$ cat src/rtl/hazard_ctrl_if.sv
// Pipeline-to-hazard-unit signal bundle.
// slave  : the hazard controller (consumes pipeline state, drives stall/flush controls)
// master : the pipeline side (drives pipeline state, consumes stall/flush controls)
interface hazard_ctrl_if;
    logic        ID_EX_MemRead;
    logic [4:0]  ID_EX_RtAddress;
    logic        ID_EX_readSAD;
    logic [4:0]  IF_ID_RsAddress;
    logic [4:0]  IF_ID_RtAddress;
    logic        IF_ID_UsesRt;
    logic        branch_taken;
    logic        PCWrite;
    logic        IF_ID_Write;
    logic        IF_ID_Flush;
    logic        ID_EX_Bubble;
    logic        sad_busy;
    logic [15:0] stall_cycles;

    modport slave (
        input  ID_EX_MemRead, ID_EX_RtAddress, ID_EX_readSAD,
        input  IF_ID_RsAddress, IF_ID_RtAddress, IF_ID_UsesRt, branch_taken,
        output PCWrite, IF_ID_Write, IF_ID_Flush, ID_EX_Bubble, sad_busy, stall_cycles
    );

    modport master (
        output ID_EX_MemRead, ID_EX_RtAddress, ID_EX_readSAD,
        output IF_ID_RsAddress, IF_ID_RtAddress, IF_ID_UsesRt, branch_taken,
        input  PCWrite, IF_ID_Write, IF_ID_Flush, ID_EX_Bubble, sad_busy, stall_cycles
    );
endinterface

$ cat src/rtl/hazard_ctrl.sv
// Pipeline hazard controller: load-use bubbles, branch flushes and a fixed
// stall window after a readSAD instruction leaves ID/EX.
// Optional: define HAZARD_PERF_CNT_EN to build the saturating stall_cycles
// counter; otherwise stall_cycles is tied to 0.
//
// state    | meaning
// RUN      | normal issue; load-use bubbles and branch flushes handled here
// SAD_WAIT | SAD result pending; front end frozen, bubbles fed into EX
module hazard_ctrl #(
    parameter int unsigned SAD_LATENCY = 3
) (
    input  logic          clk,
    input  logic          rst,
    hazard_ctrl_if.slave  hz
);

    typedef enum logic {RUN = 1'b0, SAD_WAIT = 1'b1} state_t;

    state_t     state, state_nxt;
    logic [3:0] sad_cnt, sad_cnt_nxt;
    logic       lu;
    logic       pc_write;
    logic       if_id_write;
    logic       if_id_flush;
    logic       id_ex_bubble;
    logic       busy;

    // Load-use detection: loaded register feeds the instruction behind it.
    always_comb begin
        lu = hz.ID_EX_MemRead && (hz.ID_EX_RtAddress != 5'd0) &&
             ((hz.ID_EX_RtAddress == hz.IF_ID_RsAddress) ||
              (hz.IF_ID_UsesRt && (hz.ID_EX_RtAddress == hz.IF_ID_RtAddress)));
    end

    // State and SAD window counter register.
    always_ff @(posedge clk) begin
        if (rst) begin
            state   <= RUN;
            sad_cnt <= 4'd0;
        end else begin
            state   <= state_nxt;
            sad_cnt <= sad_cnt_nxt;
        end
    end

    // Next-state and pipeline control outputs; reset forces a frozen, flushed pipe.
    always_comb begin
        state_nxt    = state;
        sad_cnt_nxt  = sad_cnt;
        pc_write     = 1'b1;
        if_id_write  = 1'b1;
        if_id_flush  = 1'b0;
        id_ex_bubble = 1'b0;
        busy         = 1'b0;
        if (rst) begin
            pc_write     = 1'b0;
            if_id_write  = 1'b0;
            if_id_flush  = 1'b1;
            id_ex_bubble = 1'b1;
        end else begin
            case (state)
                RUN: begin
                    if (hz.branch_taken) begin
                        if_id_flush  = 1'b1;
                        id_ex_bubble = 1'b1;
                    end else if (lu) begin
                        pc_write     = 1'b0;
                        if_id_write  = 1'b0;
                        id_ex_bubble = 1'b1;
                    end
                    if (hz.ID_EX_readSAD) begin
                        state_nxt   = SAD_WAIT;
                        sad_cnt_nxt = 4'(SAD_LATENCY - 1);
                    end
                end
                SAD_WAIT: begin
                    pc_write     = 1'b0;
                    if_id_write  = 1'b0;
                    id_ex_bubble = 1'b1;
                    busy         = 1'b1;
                    if (sad_cnt == 4'd0) begin
                        state_nxt = RUN;
                    end else begin
                        sad_cnt_nxt = sad_cnt - 4'd1;
                    end
                end
                default: begin
                    state_nxt = RUN;
                end
            endcase
        end
    end

    assign hz.PCWrite      = pc_write;
    assign hz.IF_ID_Write  = if_id_write;
    assign hz.IF_ID_Flush  = if_id_flush;
    assign hz.ID_EX_Bubble = id_ex_bubble;
    assign hz.sad_busy     = busy;

`ifdef HAZARD_PERF_CNT_EN
    logic [15:0] stall_q;

    // Saturating count of frozen-PC cycles since reset.
    always_ff @(posedge clk) begin
        if (rst) begin
            stall_q <= 16'd0;
        end else if (!pc_write && (stall_q != 16'hFFFF)) begin
            stall_q <= stall_q + 16'd1;
        end
    end

    assign hz.stall_cycles = stall_q;
`else
    assign hz.stall_cycles = 16'd0;
`endif

endmodule

$ cat src/flat_wrapper.sv
// flat-port wrapper written by rule: the top's interface ports become plain ports
module hazard_ctrl_flat 
#(
    parameter int unsigned SAD_LATENCY = 3
)
  (clk, rst, hz_ID_EX_MemRead, hz_ID_EX_RtAddress, hz_ID_EX_readSAD, hz_IF_ID_RsAddress, hz_IF_ID_RtAddress, hz_IF_ID_UsesRt, hz_branch_taken, hz_PCWrite, hz_IF_ID_Write, hz_IF_ID_Flush, hz_ID_EX_Bubble, hz_sad_busy, hz_stall_cycles);
  hazard_ctrl_if hz_i ();
  input  logic clk;
  input  logic rst;
  input wire logic [$bits(hz_i.ID_EX_MemRead)-1:0] hz_ID_EX_MemRead;
  input wire logic [$bits(hz_i.ID_EX_RtAddress)-1:0] hz_ID_EX_RtAddress;
  input wire logic [$bits(hz_i.ID_EX_readSAD)-1:0] hz_ID_EX_readSAD;
  input wire logic [$bits(hz_i.IF_ID_RsAddress)-1:0] hz_IF_ID_RsAddress;
  input wire logic [$bits(hz_i.IF_ID_RtAddress)-1:0] hz_IF_ID_RtAddress;
  input wire logic [$bits(hz_i.IF_ID_UsesRt)-1:0] hz_IF_ID_UsesRt;
  input wire logic [$bits(hz_i.branch_taken)-1:0] hz_branch_taken;
  output wire logic [$bits(hz_i.PCWrite)-1:0] hz_PCWrite;
  output wire logic [$bits(hz_i.IF_ID_Write)-1:0] hz_IF_ID_Write;
  output wire logic [$bits(hz_i.IF_ID_Flush)-1:0] hz_IF_ID_Flush;
  output wire logic [$bits(hz_i.ID_EX_Bubble)-1:0] hz_ID_EX_Bubble;
  output wire logic [$bits(hz_i.sad_busy)-1:0] hz_sad_busy;
  output wire logic [$bits(hz_i.stall_cycles)-1:0] hz_stall_cycles;
  assign hz_i.ID_EX_MemRead = hz_ID_EX_MemRead;
  assign hz_i.ID_EX_RtAddress = hz_ID_EX_RtAddress;
  assign hz_i.ID_EX_readSAD = hz_ID_EX_readSAD;
  assign hz_i.IF_ID_RsAddress = hz_IF_ID_RsAddress;
  assign hz_i.IF_ID_RtAddress = hz_IF_ID_RtAddress;
  assign hz_i.IF_ID_UsesRt = hz_IF_ID_UsesRt;
  assign hz_i.branch_taken = hz_branch_taken;
  assign hz_PCWrite = hz_i.PCWrite;
  assign hz_IF_ID_Write = hz_i.IF_ID_Write;
  assign hz_IF_ID_Flush = hz_i.IF_ID_Flush;
  assign hz_ID_EX_Bubble = hz_i.ID_EX_Bubble;
  assign hz_sad_busy = hz_i.sad_busy;
  assign hz_stall_cycles = hz_i.stall_cycles;
  hazard_ctrl #(.SAD_LATENCY(SAD_LATENCY)) u_core (.clk(clk), .rst(rst), .hz(hz_i));
endmodule
$ cat config.mk
export PLATFORM = sky130hd
export DESIGN_NAME = hazard_ctrl_flat
export DESIGN_NICKNAME = d
export VERILOG_FILES = /design/src/rtl/hazard_ctrl_if.sv /design/src/rtl/hazard_ctrl.sv /design/src/flat_wrapper.sv
export SDC_FILE = /design/constraint.sdc
export NUM_CORES = 1
export LEC_CHECK = 0
export CORE_MARGIN = 2
export CORE_UTILIZATION = 35
export DETAILED_ROUTE_END_ITERATION = 16
export HOLD_SLACK_MARGIN = 0.12
export PLACE_DENSITY = 0.93
export SYNTH_ARGS = -nofsm -noshare
export SYNTH_HDL_FRONTEND = slang
export SYNTH_SLANG_ARGS = --single-unit
$ cat constraint.sdc
create_clock -name clk -period 4.1 [get_ports clk]
set_clock_uncertainty 0.05 [all_clocks]
set_input_delay 0.82 -clock clk [delete_from_list [all_inputs] [get_ports clk]]
set_output_delay 0.82 -clock clk [all_outputs]
set_load 0.1 [all_outputs]
# == After elaboration in Yosys (flattened, before gate mapping) ==
# Index checks and enable logic that the tools add are counted.
# classes
shifts,0
muxes,19
order_cmp,0
n_div,0
reduce_logical,7
n_eq_ne,4
mul,0
addsub,1
n_bitwise,1
# op_table
op,count
$mux W1,13
$eq A5 B5 Y1,2
$mux W4,2
$pmux W4 S2,1
$pmux W1 S2,3
$reduce_bool A5 Y1,1
$logic_not A4 Y1,1
$ne A2 B2 Y1 const B,2
$sub A4 B1 Y4 const B,1
$logic_and A1 B1 Y1,3
$reduce_and A2 Y1,1
$logic_or A1 B1 Y1,1
$not A1 Y1,1
# totals
mem_bits_rw,0
reg_bits,5
latchBits,0
wordCells,34
output_inout_bits,21
in_bits,21
rom_bits,0
n_memories,0

# == Depth between registers and ports, before layout ==
# logic_depth
ltp_word,8
mapped_depth,6
ltp_nobuf,6

# == Least setup slack after synthesis ==
# No wires, ideal clock.
# synth_timing
path_kind,input to output
startpoint,in hz_ID_EX_RtAddress[3]
endpoint,out hz_ID_EX_Bubble
t_arrival_ps,3489
path_slack_ps,-259
path_stages,4
t_required_ps,3230
cell_sequence,xor2_1 nor4_2 a32oi_1 o21ai_0
# synth_between
elab_chain_len,8
# synth_lines
item,line_no,text
start: declaration,flat_wrapper.sv:11,input wire logic [$bits(hz_i.ID_EX_RtAddress)-1:0] hz_ID_EX_RtAddress;
$eq A5 B5 Y1,hazard_ctrl.sv:32,(hz.IF_ID_UsesRt && (hz.ID_EX_RtAddress == hz.IF_ID_RtAddress)));
$logic_and A1 B1 Y1,hazard_ctrl.sv:32,
$logic_or A1 B1 Y1,hazard_ctrl.sv:31,((hz.ID_EX_RtAddress == hz.IF_ID_RsAddress) ||
$logic_and A1 B1 Y1 *,hazard_ctrl.sv:30,lu = hz.ID_EX_MemRead && (hz.ID_EX_RtAddress != 5'd0) &&
$mux W1 *,hazard_ctrl.sv:66,end else if (lu) begin
$mux W1 *,hazard_ctrl.sv:63,if (hz.branch_taken) begin
$pmux W1 S2 *,hazard_ctrl.sv:61,case (state)
$mux W1 *,hazard_ctrl.sv:55,if (rst) begin
end: declaration,flat_wrapper.sv:20,output wire logic [$bits(hz_i.ID_EX_Bubble)-1:0] hz_ID_EX_Bubble;
# Mark *: on every way between the ends. The rest lies on a longest branch, timed or not.

# == Final worst setup path ==
# layout_timing
startpoint,in hz_ID_EX_RtAddress[0]
endpoint,out hz_PCWrite
# layout_between
elab_chain_len,8
# layout_lines
item,line_no,text
$eq A5 B5 Y1,hazard_ctrl.sv:32,
$logic_and A1 B1 Y1,hazard_ctrl.sv:32,
$logic_or A1 B1 Y1,hazard_ctrl.sv:31,
$logic_and A1 B1 Y1 *,hazard_ctrl.sv:30,
$mux W1 *,hazard_ctrl.sv:66,
$mux W1 *,hazard_ctrl.sv:63,
$pmux W1 S2 *,hazard_ctrl.sv:61,
$mux W1 *,hazard_ctrl.sv:55,
end: declaration,flat_wrapper.sv:17,output wire logic [$bits(hz_i.PCWrite)-1:0] hz_PCWrite;
# Marked as above.

==> results.py <==
metrics = {
    "power_and_ir_drop": {
        "switching_share_pct": 52.2,
        "sequentialPowerShare_pct": 21.0,
        "power_switching_mw": 0.139,
        "powerDensity_nw_per_um2": 347,
        "ir_worst_vdd_mv": 0.158,
        "p_leak_nw": 0.321,
        "combPwrFrac_pct": 57.3,
        "power_mw": 0.267,
        "clkPwrFrac_pct": 21.7,
        "power.internal_mw": 0.128,
    },
    "worst_setup_path": {
        "critPathLaunchType": "input port",
        "slowest_stage": "or4_1",
        "critical_path.max_stage_delay_ns": 0.55,
        "crit_fanout": 3,
        "required_ns": 3.23,
        "endpoint_kind": "primary output",
        "crit_chain": "clkdlybuf4s50_1 > or4_1 > o21ai_0 > o31a_1 > buf_12",
        "worstSetupPathType": "input port to primary output",
        "crit_arrival_ns": 2.56,
    },
    "floorplanning": {
        "num_rows": 14,
        "start_util_pct": 36.6,
        "die_x_um": 43.3,
        "io-pin-count": 42,
        "die_h_um": 43.3,
        "coreArea_um2": 1470,
        "dieArea_um2": 1870,
    },
    "sta": {
        "finalCritPeriodShare_pct": 83.7,
        "tightest_slew_ns": 0.502,
        "grt_setup_unrepaired": "false",
        "fin_ws_ns": 0.669,
        "finalCriticalPeriod_ns": 3.43,
        "fmax_mhz": 291,
        "setup_viol": 0,
        "hold_violations": 0,
        "slew_headroom_pct": 66.2,
        "tns_ns": 0,
        "slew_violations": 0,
    },
    "route": {
        "drc": 0,
        "drt-total-wl_um": 1200,
        "dr_total_vias": 510,
        "antenna_left": 0,
        "firstDrtPassIters": 4,
        "wl_met1_um": 364,
        "wl_met2_um": 704,
        "wl_per_cell_um": 10.8,
        "vias_per_cell": 4.59,
        "routed-wl-met3_um": 131,
        "drt_iter0_markers": 1,
        "highest_layer": "met3",
    },
    "clocking": {
        "postCtsSetupRepairBufs": 0,
        "hold_buffers": 0,
        "numCtsBuffers": 3,
        "clk_pin_slew_ns": 0.05,
        "cts_tree": "yes",
        "cts-root-buf": "clkbuf_4",
        "clk_latency_ns": 0.25,
        "clockBufferDepth": 2,
        "clkSinkCount": 5,
        "cts-resized-gates": 0,
        "htreeDepth": 1,
    },
    "finish": {
        "final_cell_area_um2": 768,
        "fill_cells": 143,
        "antenna_cells": 0,
        "final_nets": 118,
        "layout-drive-gt1-share_pct": 11.6,
        "area_delta_synth_final_pct": 42.5,
    },
    "place": {
        "io_buffers": 25,
        "dpl-instance-area_um2": 742,
        "dp_slack_ns": 0.667,
        "place_congestion": 0.728,
        "hpwl_um": 973,
    },
    "synthesis": {
        "netlist_area_um2": 539,
        "synth_ff_type": "dfxtp_1",
        "syn_area_per_cell_um2": 7.70,
        "yosys_warnings": 0,
        "synth_edf_count": 0,
        "ys_seq_area_share_pct": 18.6,
        "synth_seq_cells": 5,
        "synth_cell_types": 26,
        "synthArstFlopShare_pct": 0,
        "netlist_instances": 70,
    },
    "run": {
        "cap_violations": 0,
    },
    "global_routing": {
        "grt_usage_pct": 13.6,
        "grt_overflow_total": 0,
        "grt_start_max_net_pins": 10,
        "antenna_found_initial": 0,
        "grt_pass1_vias": 491,
        "grt_pass1_wl_um": 1880,
    },
    "status": {
        "status": "completed",
    },
    "min_path": {
        "worstHoldPathType": "register to register",
    },
}
==> stage by stage <==
step | cells | hold slack [ns] | utilization (%)
floorplan | 85 | 0.397 | -
global placement | 107 | 0.421 | 50.4
detailed placement | 107 | 0.427 | 50.4
CTS | 111 | 0.433 | 52.2
global route | 111 | 0.474 | 52.2
finish | 111 | 0.431 | 52.2
==> sequential cells by signal, indices dropped and copies added, names as in the netlist <==
| name | count |
|---|---|
| u_core.sad_cnt | 4 |
| u_core.state | 1 |
==> cells in the mapped netlist (all sizes together), types with 2 or more instances <==
cell type	number	share of area (%)
nor2	3	2.1
dfxtp	5	19
o21ai	4	3.7
buf	18	25
nor3	4	3.7
nand2	3	2.1
nand2b	2	2.3
a21oi	3	2.8
a31oi	2	2.3
xor2	9	15
inv	3	2.1
==> logic make-up (layout without fill, tap and decap cells) <==
group	Yosys count	count (layout)	share of synthesized area (%)
flops	5	5	18.6
fa+ha+maj	1	1	2.32
xor+xnor	10	10	16.2
other cells	1	16	0.695
compound gates	13	13	15.3
mux	1	1	1.86
buf+inv	22	32	27.4
simple gates	17	17	17.6
==> final timing paths <==
kind | startpoint | end | slack (ns) | cells past startpoint
worst max-delay path | hz_ID_EX_RtAddress[0] | hz_PCWrite | 0.67 | 5
worst min-delay path | u_core.sad_cnt[2] | u_core.sad_cnt[2] | 0.43 | 2
worst max register to register | u_core.sad_cnt[0] | u_core.sad_cnt[1] | 2.52 | 6
worst min register to register | u_core.sad_cnt[2] | u_core.sad_cnt[2] | 0.43 | 2
==> critical path, delay by kind of cell <==
kind / cells / cell delay [ns]
AOI/OAI and AO/OA: 2 / 0.50
and+or+nand+nor: 1 / 0.55
buffers and inverters: 2 / 0.68
==> placed cells by master, fill, tap and decap left out, drive strengths merged, types with 2 or more instances in the layout <==
master | netlist | routed
nand2b | 2 | 2
buf | 18 | 5
nor2 | 3 | 3
clkbuf | 1 | 4
nor3 | 4 | 4
o21ai | 4 | 4
inv | 3 | 3
nand2 | 3 | 3
a31oi | 2 | 2
dfxtp | 5 | 5
clkdlybuf4s50 | 0 | 20
a21oi | 3 | 3
xor2 | 9 | 9
conb | 1 | 16
==> metal layers <==
layer	track usage (%)	vias to the layer above
met1	10.5	224
met5	0	-
met3	5.53	0
met4	6.67	0
li1	-	252
met2	27.5	34
==> power groups by stage <==
| stage | Clock (mW) | Combinational [mW] | Sequential, mW |
|---|---|---|---|
| 3_5_place_dp | 0 | 0.152 | 0.0564 |
| 4_1_cts | 0.0605 | 0.153 | 0.0557 |
| 3_3_place_gp | 0 | 0.150 | 0.0562 |
| 2_1_floorplan | 0 | 0.130 | 0.0544 |
| 5_1_grt | 0.0628 | 0.159 | 0.0564 |
| 6_report | 0.0579 | 0.153 | 0.0560 |
==> area by class of cell <==
type / instances / area [um^2] / area share, %
clock buffer: 4 / 26.3 / 3.42
inverter: 3 / 11.3 / 1.47
multi-input combinational: 58 / 348 / 45.3
sequential: 5 / 100 / 13.0
tap: 16 / 20.0 / 2.61
timing repair buffer: 25 / 263 / 34.2
(Power assumes the default switching activity.)
==> RTL edit (same settings) <==
The option `HAZARD_PERF_CNT_EN` is turned on by a define.
--- a/src/rtl/hazard_ctrl.sv
+++ b/src/rtl/hazard_ctrl.sv
@@ -7,4 +7,6 @@
 // RUN      | normal issue; load-use bubbles and branch flushes handled here
 // SAD_WAIT | SAD result pending; front end frozen, bubbles fed into EX
+`define HAZARD_PERF_CNT_EN
+
 module hazard_ctrl #(
     parameter int unsigned SAD_LATENCY = 3
Function: changed (Yosys sat finds a counterexample within 4 cycles, from zero or initial values and one cycle with rst high).
==> RTL edit against the unedited design <==
Final cell count rose by 110%; sequential cell count increased by 16; total power up 67%; design area rose by 130%; largest power group is now sequential cells; worst setup slack got worse by 0.15 ns; non-clock buffer count grew 19; register-to-register slack got worse by 0.61 ns; critical endpoint is now hz_IF_ID_Write; core utilization shrank 0.80 points; area after synthesis increased by 130%; hold slack improved by 0.0053 ns; routed wire length grew 140%; global-route usage up 1.2 points; die area increased by 120%; sequential power increased to 3.9 times the old value.
==> RTL edit: results (changes against the unedited design) <==
status:
  status: "finished clean"  # unchanged
clock_tree:
  cts_resized: 0  # unchanged
  cts_root_buf: "clkbuf_4"  # unchanged
  clk_pin_slew_ns: 0.11  # was 0.05 ns
  cts_setup_buffers: 0  # unchanged
  h-tree-depth: 1  # unchanged
  cts_made_buffers: 3  # unchanged
  cts_buffer_depth: 2  # unchanged
  clk_latency_ns: 0.29  # was 0.25 ns
synthesis:
  yosys_warnings: 0  # unchanged
  synth_seq_area_share_pct: 34.0  # was 18.6%
  synthArstFlopShare_pct: 0  # unchanged
  muxShareOfSynthArea_pct: 2.63  # was 1.86%
  synthAdderAreaFrac_pct: 2.02  # was 2.32%
  ys_types: 35  # was 26
  synth_nets: 175
  synth.top_cells.by_area: "dfxtp_1 34%, a21oi_1 8.1%, or4_1 7.3%"  # was buf_4 24%, dfxtp_1 19%, xor2_1 15%
  yosys-top-cells-count: "21 x dfxtp_1, 20 x a21oi_1, 12 x or4_1"  # was 17 x buf_4, 9 x xor2_1, 5 x dfxtp_1
  synth_xor_area_share_pct: 7.09  # was 16.2%
  synth-compound-area-share_pct: 20.4  # was 15.3%
  synth_top_family_by_area: "simple AND/OR/NAND/NOR gates"  # was buffers and inverters
  syn_area_per_cell_um2: 8.13  # was 7.70 µm²
place:
  dpl_cell_area_um2: 1700  # was 742 µm²
  routabilityCongestion: 0.745  # was 0.728
  dpl.hpwl_um: 2220  # was 973 µm
  place_ws_ns: 0.523  # was 0.667 ns
  place.port_buffers: 41  # was 25
  placedCellCount: 233  # was 107
global_routing:
  antenna_found_initial: 0  # unchanged
  grt_first_pass_wirelength_um: 4860  # was 1880 µm
  grt_pass1_vias: 1163  # was 491
  grt_max_degree: 26  # was 10
  track_usage_pct: 14.8  # was 13.6%
sta:
  post-route-period-util_pct: 87.3  # was 83.7%
  slew_headroom_pct: 34.1  # was 66.2%
power_and_ir_drop:
  ir_worst_vdd_v: 0.000128  # was 0.000158 V
  internal_power_mw: 0.298  # was 0.128 mW
  p_leak_nw: 0.589  # was 0.321 nW
cells_and_area:
  layout.nets: 215  # was 118
  largest_register_ffs: 16  # was 4
  diodes: 0  # unchanged
  layout-drive-gt1-share_pct: 9.42  # was 11.6%
worst_setup_path:
  worstPathArrival_ns: 2.71  # was 2.56 ns
  ff2ff_setup_slack_ns: 1.91  # was 2.52 ns
  crit_path_top_delay_cell: "or4_1"  # unchanged
  startpoint: "hz_ID_EX_RtAddress[0]"  # unchanged
  r2r-start: "u_core.hz.stall_cycles[0]"  # was u_core.sad_cnt[0]
  path_max_fanout: 15  # was 3
  slowest_delay_ns: 0.52  # was 0.55 ns
  crit_family: "buffers and inverters"  # unchanged
worst_hold_path:
  worstHoldStart: "u_core.sad_cnt[2]"  # unchanged
  hold_class: "register to register"  # unchanged
detailed_routing:
  drt_iter0_markers: 100  # was 1
  drtPass1Iterations: 4  # unchanged
  wl_um: 2850  # was 1200 µm
  wl_per_cell_um: 12.0  # was 10.8 µm
  viasPerCell: 5.34  # was 4.59
## RTL edit: layout make-up
class,count,area (µm²)
clock buffers,4,26.3
fillers,339,1630
inverters,5,18.8
multi-input cells,117,748
flip-flops and latches,21,420
well taps,46,57.6
repair buffers,44,458
## RTL edit: path summary, 6_finish.rpt
| path | to | cells past startpoint |
|---|---|---|
| min | u_core.sad_cnt[2] | 2 |
| max reg2reg | u_core.hz.stall_cycles[10] | 8 |
| max | hz_IF_ID_Write | 7 |
| min reg2reg | u_core.sad_cnt[2] | 2 |
## RTL edit: stage by stage
step           hold WS (ns)  util, %
2_1_floorplan         0.392        -
3_3_place_gp          0.409     50.6
3_5_place_dp          0.426     50.6
4_1_cts               0.442     51.4
5_1_grt               0.469     51.4
6_report              0.436     51.4
## RTL edit: power groups by stage
stage                     Clock (mW)  Sequential [mW]  Combinational (mW)
after global routing           0.110            0.218               0.140
after detailed placement           0            0.221               0.132
after CTS                      0.101            0.217               0.132
after floorplan                    0            0.235              0.0709
final                         0.0965            0.217               0.131
after global placement             0            0.221               0.129
## RTL edit: cell families (layout without fill, tap and decap cells)
group                      count (synthesis)  after routing
AOI/OAI and AO/OA                         42             42
xor gates and xnor gates                  10             10
adders and majority gates                  2              2
buffers and inverters                     14             53
DFF                                       21             21
muxes                                      3              3
and+or+nand+nor                           60             60
## RTL edit: per-layer routing
layer  wire (µm)  vias to the layer above  global-route usage (%)
li1            -                      644                       -
met1        1230                      585                    17.5
met2        1450                       35                    26.7
met3         140                        2                    2.50
met4          34                        0                    4.89
met5           0                        -                       0
## RTL edit: worst reg2reg max path, stage by stage (launching register included)
cell,delay (ns)
dfxtp_1,0.38
ha_1,0.24
nand3_1,0.13
nor2_1,0.12
and3_1,0.23
nor2b_1,0.14
buf_4,0.20
or4_1,0.48
a21oi_1,0.15
